[src/rtl/ps2_pkg.sv]
// Shared types and constants for the PS/2 receive path.
package ps2_pkg;

    typedef enum logic [1:0] {
        ST_IDLE   = 2'd0,
        ST_DATA   = 2'd1,
        ST_PARITY = 2'd2,
        ST_STOP   = 2'd3
    } ps2_state_t;

    localparam int FRAME_BITS         = 11;
    localparam int DATA_BITS          = 8;
    localparam int DEFAULT_CLK_HZ     = 25_000_000;
    localparam int DEFAULT_TIMEOUT_US = 200;

endpackage

[src/rtl/ps2_sync_fifo.sv]
// First-word-fall-through FIFO with a registered head word, so every output
// comes straight from a flop.
module ps2_sync_fifo #(
    parameter int WIDTH = 8,
    parameter int DEPTH = 8
) (
    input  logic                     clk,
    input  logic                     reset_n,
    input  logic                     i_push,
    input  logic [WIDTH-1:0]         i_wdata,
    input  logic                     i_pop,
    output logic [WIDTH-1:0]         o_rdata,
    output logic                     o_empty,
    output logic                     o_full,
    output logic [$clog2(DEPTH):0]   o_count
);

    localparam int AW = $clog2(DEPTH);
    localparam int CW = AW + 1;

    logic [WIDTH-1:0] r_mem [DEPTH];
    logic [AW-1:0]    r_wrPtr;
    logic [AW-1:0]    r_rdPtr;

    logic             w_doPop;
    logic             w_doPush;
    logic [AW-1:0]    w_rdPtrNext;
    logic [CW-1:0]    w_countNext;
    logic [WIDTH-1:0] w_headNext;

    assign w_doPop     = i_pop & ~o_empty;
    assign w_doPush    = i_push & (~o_full | w_doPop);
    assign w_rdPtrNext = w_doPop ? r_rdPtr + AW'(1) : r_rdPtr;

    // The next head is the slot the read pointer lands on, bypassing the
    // write data when that very slot is being filled this cycle.
    always_comb begin
        w_countNext = o_count;
        if (w_doPush && !w_doPop)
            w_countNext = o_count + CW'(1);
        else if (w_doPop && !w_doPush)
            w_countNext = o_count - CW'(1);

        w_headNext = '0;
        if (w_countNext != '0) begin
            if (w_doPush && (r_wrPtr == w_rdPtrNext))
                w_headNext = i_wdata;
            else
                w_headNext = r_mem[w_rdPtrNext];
        end
    end

    always_ff @(posedge clk) begin
        if (w_doPush)
            r_mem[r_wrPtr] <= i_wdata;
    end

    always_ff @(posedge clk or negedge reset_n) begin
        if (!reset_n) begin
            r_wrPtr <= '0;
            r_rdPtr <= '0;
            o_count <= '0;
            o_empty <= 1'b1;
            o_full  <= 1'b0;
            o_rdata <= '0;
        end else begin
            if (w_doPush)
                r_wrPtr <= r_wrPtr + AW'(1);
            r_rdPtr <= w_rdPtrNext;
            o_count <= w_countNext;
            o_empty <= (w_countNext == '0);
            o_full  <= (w_countNext == CW'(DEPTH));
            o_rdata <= w_headNext;
        end
    end

endmodule

[src/rtl/ps2_rx_fifo.sv]
// PS/2 device-to-host receiver: synchronise, deglitch the clock, decode
// 11-bit frames and queue good bytes for the CPU with sticky error status.
module ps2_rx_fifo
    import ps2_pkg::*;
#(
    parameter int CLK_HZ     = DEFAULT_CLK_HZ,
    parameter int TIMEOUT_US = DEFAULT_TIMEOUT_US,
    parameter int FILTER_LEN = 4,
    parameter int FIFO_DEPTH = 8
) (
    input  logic                          clk,
    input  logic                          reset_n,
    input  logic                          ps2_clk,
    input  logic                          ps2_data,
    input  logic                          rd_en,
    input  logic                          int_clear,
    output logic [7:0]                    data,
    output logic                          empty,
    output logic                          full,
    output logic [$clog2(FIFO_DEPTH):0]   count,
    output logic                          parity_err,
    output logic                          frame_err,
    output logic                          overflow,
    output logic                          irq
);

    localparam int TIMEOUT_CYCLES = CLK_HZ / 1_000_000 * TIMEOUT_US;
    localparam int TW = $clog2(TIMEOUT_CYCLES + 1);
    localparam int FW = $clog2(FILTER_LEN + 1);
    localparam int BW = $clog2(FRAME_BITS);

    logic [1:0]     r_clkSync;
    logic [1:0]     r_dataSync;
    logic           r_filt;
    logic           r_filtD;
    logic [FW-1:0]  r_filtCnt;
    ps2_state_t     r_state;
    ps2_state_t     w_stateNext;
    logic [BW-1:0]  r_bitCnt;
    logic [7:0]     r_shift;
    logic           r_parity;
    logic [TW-1:0]  r_toCnt;
    logic           r_pushD;
    logic           r_errSetD;

    logic           w_fall;
    logic           w_bit;
    logic           w_pop;
    logic           w_timeout;
    logic           w_shiftEn;
    logic           w_capPar;
    logic           w_push;
    logic           w_setPar;
    logic           w_setFrame;
    logic           w_setOvf;

    always_ff @(posedge clk or negedge reset_n) begin
        if (!reset_n) begin
            r_clkSync  <= 2'b11;
            r_dataSync <= 2'b11;
        end else begin
            r_clkSync  <= {r_clkSync[0], ps2_clk};
            r_dataSync <= {r_dataSync[0], ps2_data};
        end
    end

    // Any sample that matches the current level restarts the run count.
    always_ff @(posedge clk or negedge reset_n) begin
        if (!reset_n) begin
            r_filt    <= 1'b1;
            r_filtD   <= 1'b1;
            r_filtCnt <= '0;
        end else begin
            r_filtD <= r_filt;
            if (r_clkSync[1] == r_filt) begin
                r_filtCnt <= '0;
            end else if (r_filtCnt == FW'(FILTER_LEN - 1)) begin
                r_filt    <= r_clkSync[1];
                r_filtCnt <= '0;
            end else begin
                r_filtCnt <= r_filtCnt + FW'(1);
            end
        end
    end

    assign w_fall    = r_filtD & ~r_filt;
    assign w_bit     = r_dataSync[1];
    assign w_pop     = rd_en & ~empty;
    assign w_timeout = (r_state != ST_IDLE) && !w_fall &&
                       (r_toCnt == TW'(TIMEOUT_CYCLES - 1));

    always_comb begin
        w_stateNext = r_state;
        w_shiftEn   = 1'b0;
        w_capPar    = 1'b0;
        w_push      = 1'b0;
        w_setPar    = 1'b0;
        w_setFrame  = 1'b0;
        w_setOvf    = 1'b0;
        if (w_timeout) begin
            w_stateNext = ST_IDLE;
            w_setFrame  = 1'b1;
        end else if (w_fall) begin
            case (r_state)
                ST_IDLE: begin
                    if (!w_bit)
                        w_stateNext = ST_DATA;
                end
                ST_DATA: begin
                    w_shiftEn = 1'b1;
                    if (r_bitCnt == BW'(DATA_BITS - 1))
                        w_stateNext = ST_PARITY;
                end
                ST_PARITY: begin
                    w_capPar    = 1'b1;
                    w_stateNext = ST_STOP;
                end
                ST_STOP: begin
                    w_stateNext = ST_IDLE;
                    if (!w_bit)
                        w_setFrame = 1'b1;
                    else if (~^{r_shift, r_parity})
                        w_setPar = 1'b1;
                    else if (full && !w_pop)
                        w_setOvf = 1'b1;
                    else
                        w_push = 1'b1;
                end
                default: w_stateNext = ST_IDLE;
            endcase
        end
    end

    // Bits arrive LSB first, so they enter at the top and shift down.
    always_ff @(posedge clk or negedge reset_n) begin
        if (!reset_n) begin
            r_state  <= ST_IDLE;
            r_bitCnt <= '0;
            r_shift  <= '0;
            r_parity <= 1'b0;
            r_toCnt  <= '0;
        end else begin
            r_state <= w_stateNext;
            if (r_state == ST_IDLE)
                r_bitCnt <= '0;
            else if (w_shiftEn)
                r_bitCnt <= r_bitCnt + BW'(1);
            if (w_shiftEn)
                r_shift <= {w_bit, r_shift[7:1]};
            if (w_capPar)
                r_parity <= w_bit;
            if (r_state == ST_IDLE || w_fall)
                r_toCnt <= '0;
            else
                r_toCnt <= r_toCnt + TW'(1);
        end
    end

    // A set event outranks a simultaneous clear for both flags and irq.
    always_ff @(posedge clk or negedge reset_n) begin
        if (!reset_n) begin
            r_pushD    <= 1'b0;
            r_errSetD  <= 1'b0;
            parity_err <= 1'b0;
            frame_err  <= 1'b0;
            overflow   <= 1'b0;
            irq        <= 1'b0;
        end else begin
            r_pushD    <= w_push;
            r_errSetD  <= w_setPar | w_setFrame | w_setOvf;
            parity_err <= w_setPar   | (parity_err & ~int_clear);
            frame_err  <= w_setFrame | (frame_err  & ~int_clear);
            overflow   <= w_setOvf   | (overflow   & ~int_clear);
            irq        <= r_pushD | r_errSetD | (irq & ~int_clear);
        end
    end

    ps2_sync_fifo #(
        .WIDTH (DATA_BITS),
        .DEPTH (FIFO_DEPTH)
    ) u_fifo (
        .clk     (clk),
        .reset_n (reset_n),
        .i_push  (w_push),
        .i_wdata (r_shift),
        .i_pop   (w_pop),
        .o_rdata (data),
        .o_empty (empty),
        .o_full  (full),
        .o_count (count)
    );

endmodule

[config.mk]
export PLATFORM = sky130hd
export DESIGN_NAME = ps2_rx_fifo
export DESIGN_NICKNAME = d
export VERILOG_FILES = /design/src/rtl/ps2_pkg.sv /design/src/rtl/ps2_sync_fifo.sv /design/src/rtl/ps2_rx_fifo.sv
export SDC_FILE = /design/constraint.sdc
export NUM_CORES = 1
export LEC_CHECK = 0
export ABC_AREA = 1
export ABC_CLOCK_PERIOD_IN_PS = 3300
export BUFFER_PORTS_ARGS = -buffer_cell sky130_fd_sc_hd__buf_2
export CAP_MARGIN = 0
export CORE_ASPECT_RATIO = 2
export CORE_MARGIN = 4
export CORE_UTILIZATION = 50
export CTS_CLUSTER_DIAMETER = 100
export DETAILED_ROUTE_END_ITERATION = 8
export HOLD_SLACK_MARGIN = 0.1
export PLACE_DENSITY = 0.66
export RECOVER_POWER = 25
export SLEW_MARGIN = 20
export SYNTH_ARGS = -nofsm -noshare
export SYNTH_HDL_FRONTEND = slang
export SYNTH_SLANG_ARGS = --single-unit
export TNS_END_PERCENT = 50
[constraint.sdc]
create_clock -name clk -period 3.3 [get_ports clk]
set_clock_uncertainty 0.2 [all_clocks]
set_input_delay 0.99 -clock clk [delete_from_list [all_inputs] [get_ports clk]]
set_output_delay 0.99 -clock clk [all_outputs]
set_load 0.01 [all_outputs]
# After elaboration in Yosys (flattened, before gate mapping)
# Memories as Yosys holds them, arrays and structs flattened.
# Cells that the tools add are included.
[word_totals]
reg_bits = 63
ram_bits = 64
in_bits = 6
out_inout_bits = 18
word_cells = 126
n_memories = 1
[op_classes]
addsub = 7
eq_ne = 11
muxes = 44
n_bitwise = 21
n_reduce_logical = 20
[memory_table]
columns = ["name", "depth", "width", "read_ports", "rd_clocked_by_memory_dff", "write_ports", "line", "text"]
rows = [
  ["u_fifo.r_mem", 8, 8, 1, 0, 1, "ps2_sync_fifo.sv:21", "logic [WIDTH-1:0] r_mem [DEPTH];"],
]
[ops]
columns = ["op", "count"]
rows = [
  ["$mux W1", 29],
  ["$mux W4", 4],
  ["$mux W8", 2],
  ["$add A13 B1 Y13 const B", 1],
  ["$eq A13 B13 Y1 const B", 1],
  ["$mux W13", 1],
  ["$add A3 B1 Y3 const B", 3],
  ["$mux W3", 3],
  ["$reduce_xnor A9 Y1", 1],
  ["$add A4 B1 Y4 const B", 2],
  ["$and A1 B1 Y1", 8],
  ["$mux W2", 4],
  ["$or A1 B1 Y1", 8],
  ["$pmux W2 S4", 1],
  ["$logic_and A1 B1 Y1", 6],
  ["$ne A3 B3 Y1 const B", 2],
  ["$reduce_bool A2 Y1", 3],
  ["$not A1 Y1", 5],
  ["$eq A2 B2 Y1 const B", 2],
  ["$eq A4 B3 Y1 const B", 1],
  ["$eq A4 B4 Y1 const B", 1],
  ["$logic_not A1 Y1", 4],
  ["$logic_not A4 Y1", 1],
  ["$reduce_bool A4 Y1", 1],
  ["9 further kinds", 9],
]

# Depth between registers and ports, before layout
# Gate-level depths: netlist of run 1.
[logic_depth]
word_depth = 17
ltp_mapped = 15
mapped_depth_nobuf = 15

# By module
# A second synthesis of run 1 with hierarchy kept.
[unflattened]
cells_unflattened = 595
hier_area_um2 = 5811.8
[by_module_without_submodules]
columns = ["mod", "instances", "cells_per_inst", "area_per_inst_um2", "seq_area_each_um2"]
rows = [
  ["ps2_sync_fifo", 1, 350, 3734.8, 2423.6],
  ["ps2_rx_fifo", 1, 245, 2077.0, 1083.5],
]

# Least setup slack after synthesis of run 1
# Ideal clock, no wire load.
[synth_timing]
path_kind = "input to register"
from = "input rd_en"
to = "memory u_fifo.r_mem[4][0] (enable)"
setup_ps = 383
arrival_ps = 2524
required_ps = 2717
slack_ps = 192
path_stages = 8
n_path_buf = 0
path_cell_list = "inv_1 -> nor2_8 -> nor2_1 -> nor2_2 -> nand3_4 -> inv_2 -> nand2_1 -> nor3_1"
[synth_via]
elab_chain_len = 12
word_cells_on_any_way = 14
classes_between = "mux (8); bitwise (4); reduce/logical (2)"
[synth_lines]
columns = ["item", "line", "text"]
rows = [
  ["from (decl)", "ps2_rx_fifo.sv:15", "input logic rd_en,"],
  ["$and A1 B1 Y1", "ps2_rx_fifo.sv:88", "assign w_pop = rd_en & ~empty;"],
  ["$logic_not A1 Y1", "ps2_rx_fifo.sv:124", "else if (full && !w_pop)"],
  ["$logic_and A1 B1 Y1", "ps2_rx_fifo.sv:124", ""],
  ["$mux W1", "ps2_rx_fifo.sv:124", ""],
  ["$mux W1", "ps2_rx_fifo.sv:122", "else if (~^{r_shift, r_parity})"],
  ["$mux W1", "ps2_rx_fifo.sv:120", "if (!w_bit)"],
  ["$mux W1", "ps2_rx_fifo.sv:104", "case (r_state)"],
  ["$mux W1", "ps2_rx_fifo.sv:103", "end else if (w_fall) begin"],
  ["$mux W1", "ps2_rx_fifo.sv:100", "if (w_timeout) begin"],
  ["named net u_fifo.i_push", "ps2_sync_fifo.sv:9", "input logic i_push,"],
  ["$and A1 B1 Y1", "ps2_sync_fifo.sv:32", "assign w_doPush = i_push & (~o_full | w_doPop);"],
  ["$mux W1", "ps2_sync_fifo.sv:54", "if (w_doPush)"],
  ["$mux W1 (not written as such)", "ps2_sync_fifo.sv:55", "r_mem[r_wrPtr] <= i_wdata;"],
  ["to (decl)", "ps2_sync_fifo.sv:21", ""],
]
# The timed path passes the listed nets, and every way through them passes these cells.

# Final worst setup path of run 1
[layout_timing]
from = "input rd_en"
to = "memory u_fifo.r_mem[4][6] (enable)"
# Same word-level chain as after synthesis.

==> summary.md, run 1 <==
| Metric | Value |
|---|---|
| Area growth, synth to finish | 17.3% |
| Max clock buf depth | 2 |
| Core ar. | 11000 um2 |
| WL/cell | between 15 and 20 um |
| Routed vias/inst | 5.33 |
| EDFF count, synth | 64 |
| YS warnings | 0 |
| Worst setup margin | 672 ps |
| Antenna diodes | 0 |
| Port Buf Inserts | 23 |
| CP endpoint kind | register |
| Largest net degree at the start of global routing | between 40 and 50 |
| DRT iter0 DRCs | 177 |
| Slew Viols, Final | 0 |
| VDD IR max | 0.511 mV |
| Overall power | 6.42 mW |
| Worst-path clk slew | 50 ps |
| Post-synth net total | 564 |
| CP required | between 3000 and 4000 ps |
| Synth cell types | 44 |
| Final RePlAce weighted congestion | approximately 0.88 |
| Sequential fraction of the synthesis area | 61.9% |
| Place WS | between 200 and 300 ps |
| GRT Residual Overflow | 0 |
| Clock root buffer | clkbuf_16 |
| Initial Util | roughly half |
| Clock Latency Late Sink | 410 ps |
| Layout net count | 614 |
| IO Count | 24 |
| Vias in the first global route | 4204 |
| Final Setup Violations | 0 |
| Worst slew margin | between 10% and 20% |
| Crit path cell chain | buf_2 > inv_1 > nor2_8 > nor2_1 > nor2_2 > nand3_4 > inv_2 > nand2_1 > nor3_1 > buf_4 |
| Via count | 3998 |
| Mapped cell area | 5660 um2 |
| Syn Inst Count | 547 |
| First-pass GRT wire length | 20300 um |
| Antenna Nets Post-Route | 0 |
| Tmin final | around 2600 ps |
| Outcome | complete, no violations |
| Total Routing Usage GR | 20.3% |
| Most used DFF post-synth | edfxtp_1 |
| Post-CTS setup buffer count | 0 |
| H-tree levels | 4 |
| Post-synth ARST share | around 50% |
| Max-cap violations | 0 |
| Arr. time, crit path | 2540 ps |
| Initial antenna violation count | 0 |
| HPWL after DPL | just under 9000 um |
| Layout cell share with drive strength beyond 1 | ~17% |
| RSZ-0062 raised after global routing | false |
| Drt pass-1 iters | 5 |
| Leak | just under 3 nW |
| CTS tree | done |
| Power Density | roughly 970 nW/um2 |
| Clock Sinks | 127 |
| CP Max Fanout | 9 |
| Worst setup SP type | input port |
| Final Hold Fails | 0 |
| CTS Hold Bufs | 0 |
| Setup tns final | 0 ps |
| CP max stage cell | nor2_8 |
| FMAX | 381 MHz |
| Worst path max stage delay | 220 ps |
| DIE HEIGHT | 159 um |
| Drt drc | 0 |
| Site Rows | 54 |
| # resized after CTS | 0 |
| Slew @ Worst Pin | 1290 ps |
| WS Path Type | input port to register |
| Die area | between 10000 and 15000 um2 |
| Fin util | 60.3% |
| CTS Buf Count | 17 |
| Tcrit/Tclk final | 79.6% |
| Synth Register Bits | 127 |
| Mean post-synth cell area | 10.4 um2 |
| Min-delay worst type | register to register |
| Total Wirelength | 12500 um |
| Die W | ~83 um |
## layout by cell type, fill, tap and decap left out, drive strengths merged, types with 6 or more instances in the layout
cell    Yosys  routed
a21oi      17      17
clkbuf      6      32
xor2        6       6
o21ai      25      25
nand3      65      65
nor3       18      18
ha         11      11
inv        56      57
dfrtp      56      56
nor2       27      27
buf         7      37
dfstp       7       7
edfxtp     64      64
nand3b      8       8
nand2     150     150
## registers in the layout, indices dropped and copies added, names as in the netlist, 2 cells and up
register	cells
r_filtCnt	3
u_fifo.o_count	4
u_fifo.o_rdata	8
r_state	2
u_fifo.r_wrPtr	3
u_fifo.r_mem	64
r_toCnt	13
r_bitCnt	4
u_fifo.r_rdPtr	3
r_dataSync	2
r_clkSync	2
r_shift	8
## layout make-up
class | count | area [um2]
well taps | 140 | 175
flip-flops and latches | 127 | 3510
clock buffers | 25 | 539
inverters | 57 | 216
clock inverters | 7 | 70.1
multi-input cells | 350 | 1880
fillers | 907 | 4370
repair buffers | 44 | 262
## kinds of logic after synthesis
logic type	synth area share [%]
xor+xnor	2.01
flops	61.9
buf+inv	4.95
mux	0.199
compound gates	4.88
simple gates	23.6
fa+ha+maj	2.43
## stage by stage
stage,cell area (um2),hold slack (ps),cells
final,6650,154,750
after global routing,6650,164,750
after CTS,6670,155,750
after detailed placement,6060,147,718
after global placement,6060,148,718
after floorplan,5660,145,547
## power breakdown
part | internal [mW] | total, mW | switching (mW)
Combinational | 0.809 | 2.41 | 1.60
Sequential | 1.97 | 2.16 | 0.194
Clock | 1.21 | 1.85 | 0.643
## path summary, 6_finish.rpt
check | from | end | slack (ps) | cells past startpoint
max reg2reg | r_shift[2]$_DFFE_PN0P_ | u_fifo.r_mem[4][6]$_DFFE_PP_ | 690 | 12
min | r_dataSync[0]$_DFF_PN1_ | r_dataSync[1]$_DFF_PN1_ | 150 | 0
min reg2reg | r_dataSync[0]$_DFF_PN1_ | r_dataSync[1]$_DFF_PN1_ | 150 | 0
max in group asynchronous | reset_n | r_dataSync[0]$_DFF_PN1_ | 1380 | 2
max | rd_en | u_fifo.r_mem[4][6]$_DFFE_PP_ | 670 | 10
min in group asynchronous | reset_n | r_filtCnt[0]$_DFF_PN0_ | 650 | 1
## routing by layer
layer / up-vias / share of wire (%) / track usage (%)
li1: 1936 / - / -
met1: 1935 / 35 / 19.6
met2: 93 / 57 / 38.1
met3: 34 / 3.0 / 4.40
met4: 0 / 5.3 / 13.8
met5: - / 0 / 0
## cells in the mapped netlist, types with 3 or more instances
library cell / instances / area [um2]
nor3b_1: 5 / 37.5
ha_1: 11 / 138
buf_2: 6 / 30.0
inv_2: 6 / 22.5
nor2_1: 22 / 82.6
nand4_1: 3 / 18.8
nor3_1: 18 / 90.1
nand2_1: 142 / 533
nand3b_1: 8 / 60.1
a21oi_1: 15 / 75.1
o21ai_1: 7 / 35.0
edfxtp_1: 64 / 1920
dfrtp_1: 56 / 1400
nand2_2: 6 / 37.5
dfstp_2: 7 / 184
clkbuf_1: 6 / 22.5
o21ai_0: 16 / 80.1
xor2_1: 6 / 52.6
nand3_1: 61 / 305
inv_1: 49 / 184
## worst max-delay path, delay by kind of cell
family / cells / cell delay (ps)
AND/OR/NAND/NOR: 6 / 1040
buffers and inverters: 4 / 500
(Power assumes the default switching activity.)
==> inputs of run 2 (changes only) <==
ABC_AREA = 0   (was 1)
ABC_CLOCK_PERIOD_IN_PS = 2220   (was 3300)
PLACE_DENSITY = 0.69   (was 0.66)
clock period = 2.22 ns   (was 3.3 ns; I/O delays follow)
==> run 2 against run 1 <==
Effect of this change: the flow now finishes with violations (setup timing); largest cell class unchanged; power up 50%; critical path type is now register to register; worst setup slack worse by 1300 ps; final cell count fell by 19%; largest power group unchanged.
==> summary.md, run 2 <==
| Metric | Value |
|---|---|
| Outcome | finished with violations |
| Failing checks | setup timing |
| Die area | 12500 um2 (-5.1%) |
| Max clock buf depth | 2 (unchanged) |
| Max-cap violations | 0 (unchanged) |
| Port Buf Inserts | 23 (unchanged) |
| Mapped cell area | 5350 um2 (-5.5%) |
| Min-delay worst type | register to register |
| Drt drc | 0 (unchanged) |
| Setup tns final | -28100 ps (-28100 ps) |
| Switching power | 3.13 mW (+28%) |
| Layout cell share with drive strength beyond 1 | 39.2% (+22 points) |
| Die W | 81.2 um (-2.5%) |
| Number of fill cells in the layout | 765 (-16%) |
| IO Count | 24 (unchanged) |
| Largest area contributor in the netlist | edfxtp_1 |
| CP endpoint kind | register |
| Synth Register Bits | 127 (unchanged) |
| Initial antenna violation count | 0 (unchanged) |
| Clock Sinks | 127 (unchanged) |
| Worst path max stage delay | 510 ps (+290 ps) |
| Antenna diodes | 0 (unchanged) |
| First-pass GRT wire length | 18600 um (-8.2%) |
| Tmin final | 2870 ps |
| Synth cell types | 48 (+9.1%) |
| Largest register by flop count | u_fifo.r_mem |
| Routed vias/inst | 5.47 (+2.6%) |
| Most frequent cells after synthesis | 64 x edfxtp_1, 56 x dfrtp_1, 29 x nor2_1 |
| Area growth, synth to finish | 31.9% |
| WS Path Type | register to register |
| Final RePlAce weighted congestion | 0.846 (-4.2%) |
| Comb power frac | 40.7% (+3.2 points) |
| DRT iter0 DRCs | 137 (-23%) |
| Slew Viols, Final | 0 (unchanged) |
| Area contributors post-synth | edfxtp_1 36%, dfrtp_1 26%, mux4_2 6.7% |
| VDD IR max | 0.907 mV (+78%) |
| Total Routing Usage GR | 20.3% (-0.040 points) |
| EDFF count, synth | 64 (unchanged) |
| Mean post-synth cell area | 14.8 um2 (+43%) |
| Commonest cells after routing, fill and taps aside | 64 x edfxtp_1, 54 x dfrtp_1, 41 x buf_4 |
| Power Density | 1370 nW/um2 (+42%) |
| Most used DFF post-synth | edfxtp_1 |
| Initial Util | 51.1% (-0.36 points) |
| DIE HEIGHT | 154 um (-2.7%) |
| HPWL after DPL | 7940 um (-11%) |
| H-tree levels | 4 (unchanged) |
| Synth top area share | 35.9% (+2.0 points) |
| P_int | 6.52 mW (+64%) |
| Largest net degree at the start of global routing | 52 (+27%) |
| CTS tree | done |
| FMAX | between 300 and 400 MHz |
| Sequential fraction of the synthesis area | 65.5% (+3.6 points) |
| Site Rows | 53 (-1.9%) |
| CP max stage cell | xnor3_2 |
| Worst setup SP type | register |
| Largest regs | u_fifo.r_mem x64, r_toCnt x13 |
| Final Hold Fails | 0 (unchanged) |
| Post-synth net total | 378 (-33%) |
| Drt pass-1 iters | 4 (-1) |
| Vias in the first global route | 3702 (-12%) |
| Worst-path clk slew | 60 ps (about the same) |
| Most common cell after layout, fill and taps aside | edfxtp_1 |
| Final Setup Violations | 82 (+82) |
| Worst slew margin | 56.9% (+43 points) |
| Via count | 3341 (-16%) |
| Most frequent cell after synthesis | edfxtp_1 |
| Footprint of the multi-input gates | 2000 um2 (+6.8%) |
| Fin util | 67.4% (+7.0 points) |
| Reg area | 3510 um2 (about the same) |
| Part of the power in registers | 32.8% (-0.8 points) |
| Max reg flops | 64 (unchanged) |
| Slew @ Worst Pin | 647 ps (-645 ps) |
| CP Max Fanout | 4 (-5) |
| GRT Residual Overflow | 0 (unchanged) |
| R2R depth | 8 (-4) |
| Layout net count | 478 (-22%) |
| Leak | 2.87 nW (-1.7%) |
| Sw Share | 32.4% (-5.5 points) |
| Antenna Nets Post-Route | 0 (unchanged) |
| Tcrit/Tclk final | 129% |
| YS warnings | 0 (unchanged) |
| RSZ-0062 raised after global routing | true |
| CTS Buf Count | 17 (unchanged) |
| CP required | 2340 ps (-880 ps) |
| Arr. time, crit path | 2990 ps (+450 ps) |
| Syn Inst Count | 361 (-34%) |
| Worst setup margin | -648 ps (-1320 ps) |
| Crit path cell chain | xnor2_2 > xnor3_2 > or4b_4 > and3b_1 > a211oi_2 > a2111oi_4 > buf_4 > a211oi_2 |
| Clock root buffer | clkbuf_16 |
| WL/cell | 18.7 um (+12%) |
| Total Wirelength | 11400 um (-8.4%) |
| Clock Latency Late Sink | 400 ps (about the same) |
| Place WS | -712 ps (-964 ps) |
| Hold Crit Depth | 0 (unchanged) |
| Cell mode on critical path | a211oi_2 |
| Post-synth ARST share | 49.6% (unchanged) |
| Clk pwr share | 26.6% (-2.2 points) |
| Core ar. | 10500 um2 (-4.9%) |
-- run 2: layout make-up --
cell class,count,area share (%)
well taps,137,2.43
flip-flops and latches,127,49.7
multi-input cells,209,28.4
clock inverters,13,1.65
inverters,16,0.957
clock buffers,19,6.28
repair buffers,90,10.5
-- run 2: kinds of logic (layout without fill, tap and decap cells) --
kind of cell / count (synthesis) / count (layout) / synth area share [%]
muxes: 37 / 37 / 11.1
buffers and inverters: 25 / 138 / 1.80
xor gates and xnor gates: 28 / 28 / 5.14
adders and majority gates: 11 / 11 / 2.57
AOI/OAI and AO/OA: 31 / 31 / 4.30
and+or+nand+nor: 102 / 102 / 9.59
DFF: 127 / 127 / 65.5
-- run 2: what timing repair did --
action,in CTS,in global routing
pin swaps,10,13
hold buffers,1,0
setup endpoints to repair,81,82
hold endpoints to repair,12,0
gates cloned,0,1
gates resized for setup,26,15
buffers inserted,5,1
-- run 2: critical path: cells and delay by family (launching register included) --
kind                      cells  cell delay [ps]
AOI/OAI and AO/OA             3              590
xor gates and xnor gates      2              690
buffers and inverters         1              190
DFF                           1              400
and+or+nand+nor               2              720
-- run 2: final timing paths --
path | to | slack, ps | from
min | r_dataSync[1]$_DFF_PN1_ | 160 | r_dataSync[0]$_DFF_PN1_
min reg2reg | r_dataSync[1]$_DFF_PN1_ | 160 | r_dataSync[0]$_DFF_PN1_
min in group asynchronous | u_fifo.o_rdata[2]$_DFF_PN0_ | 500 | reset_n
max reg2reg | u_fifo.o_rdata[7]$_DFF_PN0_ | -650 | r_shift[7]$_DFFE_PN0P_
max | u_fifo.o_rdata[7]$_DFF_PN0_ | -650 | r_shift[7]$_DFFE_PN0P_
max in group asynchronous | u_fifo.o_empty$_DFF_PN1_ | 670 | reset_n
-- run 2: power by group through the flow --
| stage | Sequential (mW) | Combinational [mW] | Clock (mW) |
|---|---|---|---|
| floorplan | 3.32 | 2.06 | 0 |
| global placement | 3.17 | 3.58 | 0 |
| detailed placement | 3.19 | 3.67 | 0 |
| CTS | 3.15 | 3.91 | 2.61 |
| global route | 3.21 | 4.26 | 2.72 |
| finish | 3.16 | 3.93 | 2.56 |
-- run 2: per-stage QoR --
| step | cells | instance area (um2) | hold WS [ps] | power [mW] |
|---|---|---|---|---|
| finish | 611 | 7060 | 157 | 9.66 |
| CTS | 610 | 7000 | 139 | 9.68 |
| global placement | 572 | 6280 | 146 | 6.76 |
| floorplan | 361 | 5480 | 145 | 5.38 |
| global route | 611 | 7060 | 147 | 10.2 |
| detailed placement | 572 | 6280 | 153 | 6.86 |
-- run 2: routing by layer --
layer  share of wire, %  routed length, um  up-vias  global-route usage [%]
met1                 34               3850     1689                    19.8
met5                  0                  0        -                       0
met4                3.7                417        0                    10.4
met2                 60               6830       80                    38.0
li1                   -                  -     1538                       -
met3                2.8                317       34                    4.37
==> inputs of run 3 (changes only) <==
==> constraint.sdc (replaced) <==
create_clock -name clk -period 2.22 [get_ports clk]
set_clock_uncertainty 0.2 [all_clocks]
set_input_delay 0.222 -clock clk [delete_from_list [all_inputs] [get_ports clk]]
set_output_delay 0.222 -clock clk [all_outputs]
set_load 0.01 [all_outputs]
==> run 3 against run 2 <==
Effect of this change: the flow still finishes with violations (setup timing); register-to-register slack better by 40 ps; first-iteration DRC count rose by 35%; clock-buffer cell count fell by 2; sequential share of layout area shrank 0.50 points; non-clock buffer count grew 2; critical path depth up 1; routed wire length down 2.8%; core utilization up 0.68 points; clock power increased by 4%; critical path type unchanged.
==> summary.md, run 3 (synthesis gave the netlist of run 2 again) <==
| Metric | Value |
|---|---|
| Outcome | finished with violations |
| Failing checks | setup timing |
| CP Capture Point | u_fifo.o_rdata[6]$_DFF_PN0_ |
| Routed vias/inst | 5.45 (-0.27%) |
| Core ar. | 10500 um2 (unchanged) |
| Crit path cell chain | ha_1 > nand4b_1 > nor4_2 > or4b_4 > and3b_1 > a211oi_4 > a2111oi_4 > buf_12 > a211oi_2 |
| CP required | 2340 ps (about the same) |
| Fin Hold WS | 154 ps (-3.20 ps) |
| Top layer in use | met4 |
| DRT iter0 DRCs | 185 (+35%) |
| Final RePlAce weighted congestion | 0.886 (+4.7%) |
| Die W | 81.2 um (unchanged) |
| Site Rows | 53 (unchanged) |
| H-tree levels | 4 (unchanged) |
| Met3 wire length | 311 um (-1.9%) |
| Total Routing Usage GR | 19.5% (-0.71 points) |
| R2R depth | 9 (+1) |
| HPWL after DPL | 7550 um (-5.0%) |
| Largest net degree at the start of global routing | 64 (+23%) |
| CP max stage cell | or4b_4 |
| Port Buf Inserts | 23 (unchanged) |
| Area growth, synth to finish | 33.2% |
| Number of fill cells in the layout | 740 (-3.3%) |
| Place WS | -762 ps (-49.9 ps) |
| Worst setup margin | -604 ps (+44.0 ps) |
| Power Density | 1370 nW/um2 (+0.43%) |
| Antenna diodes | 0 (unchanged) |
| Drt pass-1 iters | 7 (+3) |
| Vias in the first global route | 3659 (-1.2%) |
| Clock Latency Late Sink | 410 ps (about the same) |
| Via count | 3343 (+0.060%) |
| Overall power | 9.80 mW (+1.4%) |
| Slew Viols, Final | 0 (unchanged) |
| Footprint of the multi-input gates | 2000 um2 (unchanged) |
| Layout net count | 480 (+0.42%) |
| CTS Buf Count | 17 (unchanged) |
| Max-cap violations | 0 (unchanged) |
| CTS tree | done |
| Worst setup SP type | register |
| Tmin final | 2820 ps (-44.0 ps) |
| Clock root buffer | clkbuf_16 |
| Antenna Nets Post-Route | 0 (unchanged) |
| Hold Crit Depth | 0 (unchanged) |
| CP Max Fanout | 9 (+5) |
| CP endpoint kind | register |
| Met2 WL | 6730 um (-1.5%) |
| Layout cell share with drive strength beyond 1 | 40.8% (+1.5 points) |
| DIE HEIGHT | 154 um (unchanged) |
| RSZ-0062 raised after global routing | true |
| Max clock buf depth | 2 (unchanged) |
| Arr. time, crit path | 2940 ps (-50 ps) |
| Largest regs | u_fifo.r_mem x64, r_toCnt x13 |
| Reg area | 3510 um2 (unchanged) |
| Die area | 12500 um2 (unchanged) |
| Slew @ Worst Pin | 1430 ps (+783 ps) |
| Total Wirelength | 11100 um (-2.8%) |
| Largest register by flop count | u_fifo.r_mem |
| Tcrit/Tclk final | 127% (-2.0 points) |
| FMAX | 354 MHz (+1.6%) |
| Worst-path clk slew | 60 ps (about the same) |
| Final Hold Fails | 0 (unchanged) |
| Drt drc | 0 (unchanged) |
| Min-delay worst type | register to register |
| VDD IR max | 0.893 mV (-1.5%) |
| Leak | 2.91 nW (+1.3%) |
| R2r startpoint | r_state[1]$_DFFE_PN0P_ |
| Most common cell after layout, fill and taps aside | edfxtp_1 |
| Initial Util | 51.1% (unchanged) |
| GRT Residual Overflow | 0 (unchanged) |
| Post-route insts no fill | 613 (+0.33%) |
| R2r setup slk | -600 ps (+40 ps) |
| Final instance area | 7130 um2 (+1.0%) |
| Post-Route M1 WL | 3760 um (-2.4%) |
| Initial antenna violation count | 0 (unchanged) |
| First-pass GRT wire length | 18000 um (-3.5%) |
| Worst path max stage delay | 510 ps (about the same) |
| Worst slew margin | 4.66% (-52 points) |
| Final Setup Violations | 82 (unchanged) |
| WS Path Type | register to register |
| Commonest cells after routing, fill and taps aside | 64 x edfxtp_1, 54 x dfrtp_1, 47 x buf_4 |
| # placed instances | 568 (-0.70%) |
| Max reg flops | 64 (unchanged) |
| Area after DPL | 6240 um2 (-0.56%) |
| Clock Sinks | 127 (unchanged) |
| Worst r2r dst | u_fifo.o_rdata[6]$_DFF_PN0_ |
| WL/cell | 18.1 um (-3.1%) |
| Critical Path Source | r_state[1]$_DFFE_PN0P_ |
| IO Count | 24 (unchanged) |
run 3: changes by cell type in the layout (fill, tap and decap cells not counted), moves of 3 or more:
cell           previous run  this run
clkbuf_1                  8         0
inv_6                     1         9
buf_4                    41        47
buf_6                     8         4
clkinv_2                  4         0
dlygate4sd3_1             1         5
a211oi_1                  3         0
nor4_2                    0         3
run 3: power breakdown:
| part | switching (mW) | internal [mW] | total [mW] |
|---|---|---|---|
| Sequential | 0.209 | 2.92 | 3.13 |
| Clock | 1.10 | 1.58 | 2.67 |
| Combinational | 1.90 | 2.09 | 3.99 |
run 3: what timing repair did:
item                                    4_1_cts  5_1_grt
pin swaps                                     8        8
endpoints found under the setup margin       79       81
resized for setup                            21       21
endpoints found under the hold margin        69        0
setup buffers                                 4        6
hold buffers                                  5        0
run 3: worst max-delay path, delay by kind of cell (launching register included):
kind	cells	cell delay [ps]
flip-flops	1	400
adder cells (fa/ha/maj)	1	200
AND/OR/NAND/NOR	4	1250
AO/OA/AOI/OAI	3	510
buffers and inverters	1	170
run 3: routing by layer:
metal	global-route usage (%)	vias up
li1	-	1548
met1	19.2	1712
met2	37.2	59
met3	4.37	24
met4	8.38	0
met5	0	-
run 3: worst min path at each step:
stage                                       start                          end
after floorplan                           reset_n          frame_err$_DFF_PN0_
after detailed placement                  reset_n  u_fifo.o_rdata[4]$_DFF_PN0_
after CTS                                 reset_n  u_fifo.o_rdata[4]$_DFF_PN0_
after global routing      r_dataSync[0]$_DFF_PN1_      r_dataSync[1]$_DFF_PN1_
final                     r_dataSync[0]$_DFF_PN1_      r_dataSync[1]$_DFF_PN1_
after global placement                    reset_n  u_fifo.o_rdata[5]$_DFF_PN0_
run 3: cell type report:
| class | count | area share, % |
|---|---|---|
| Timing Repair Buffer | 92 | 11.3 |
| Multi-Input combinational cell | 209 | 28.1 |
| Inverter | 16 | 0.913 |
| Tap cell | 137 | 2.40 |
| Clock inverter | 15 | 2.09 |
| Sequential cell | 127 | 49.2 |
| Clock buffer | 17 | 5.97 |
run 3: stage by stage:
| stage | TNS (ps) | utilization (%) |
|---|---|---|
| 3_3_place_gp | -19020 | 59.6 |
| 5_1_grt | -39220 | 68.0 |
| 3_5_place_dp | -22250 | 59.6 |
| 6_report | -30270 | 68.0 |
| 2_1_floorplan | -22400 | - |
| 4_1_cts | -20800 | 66.8 |
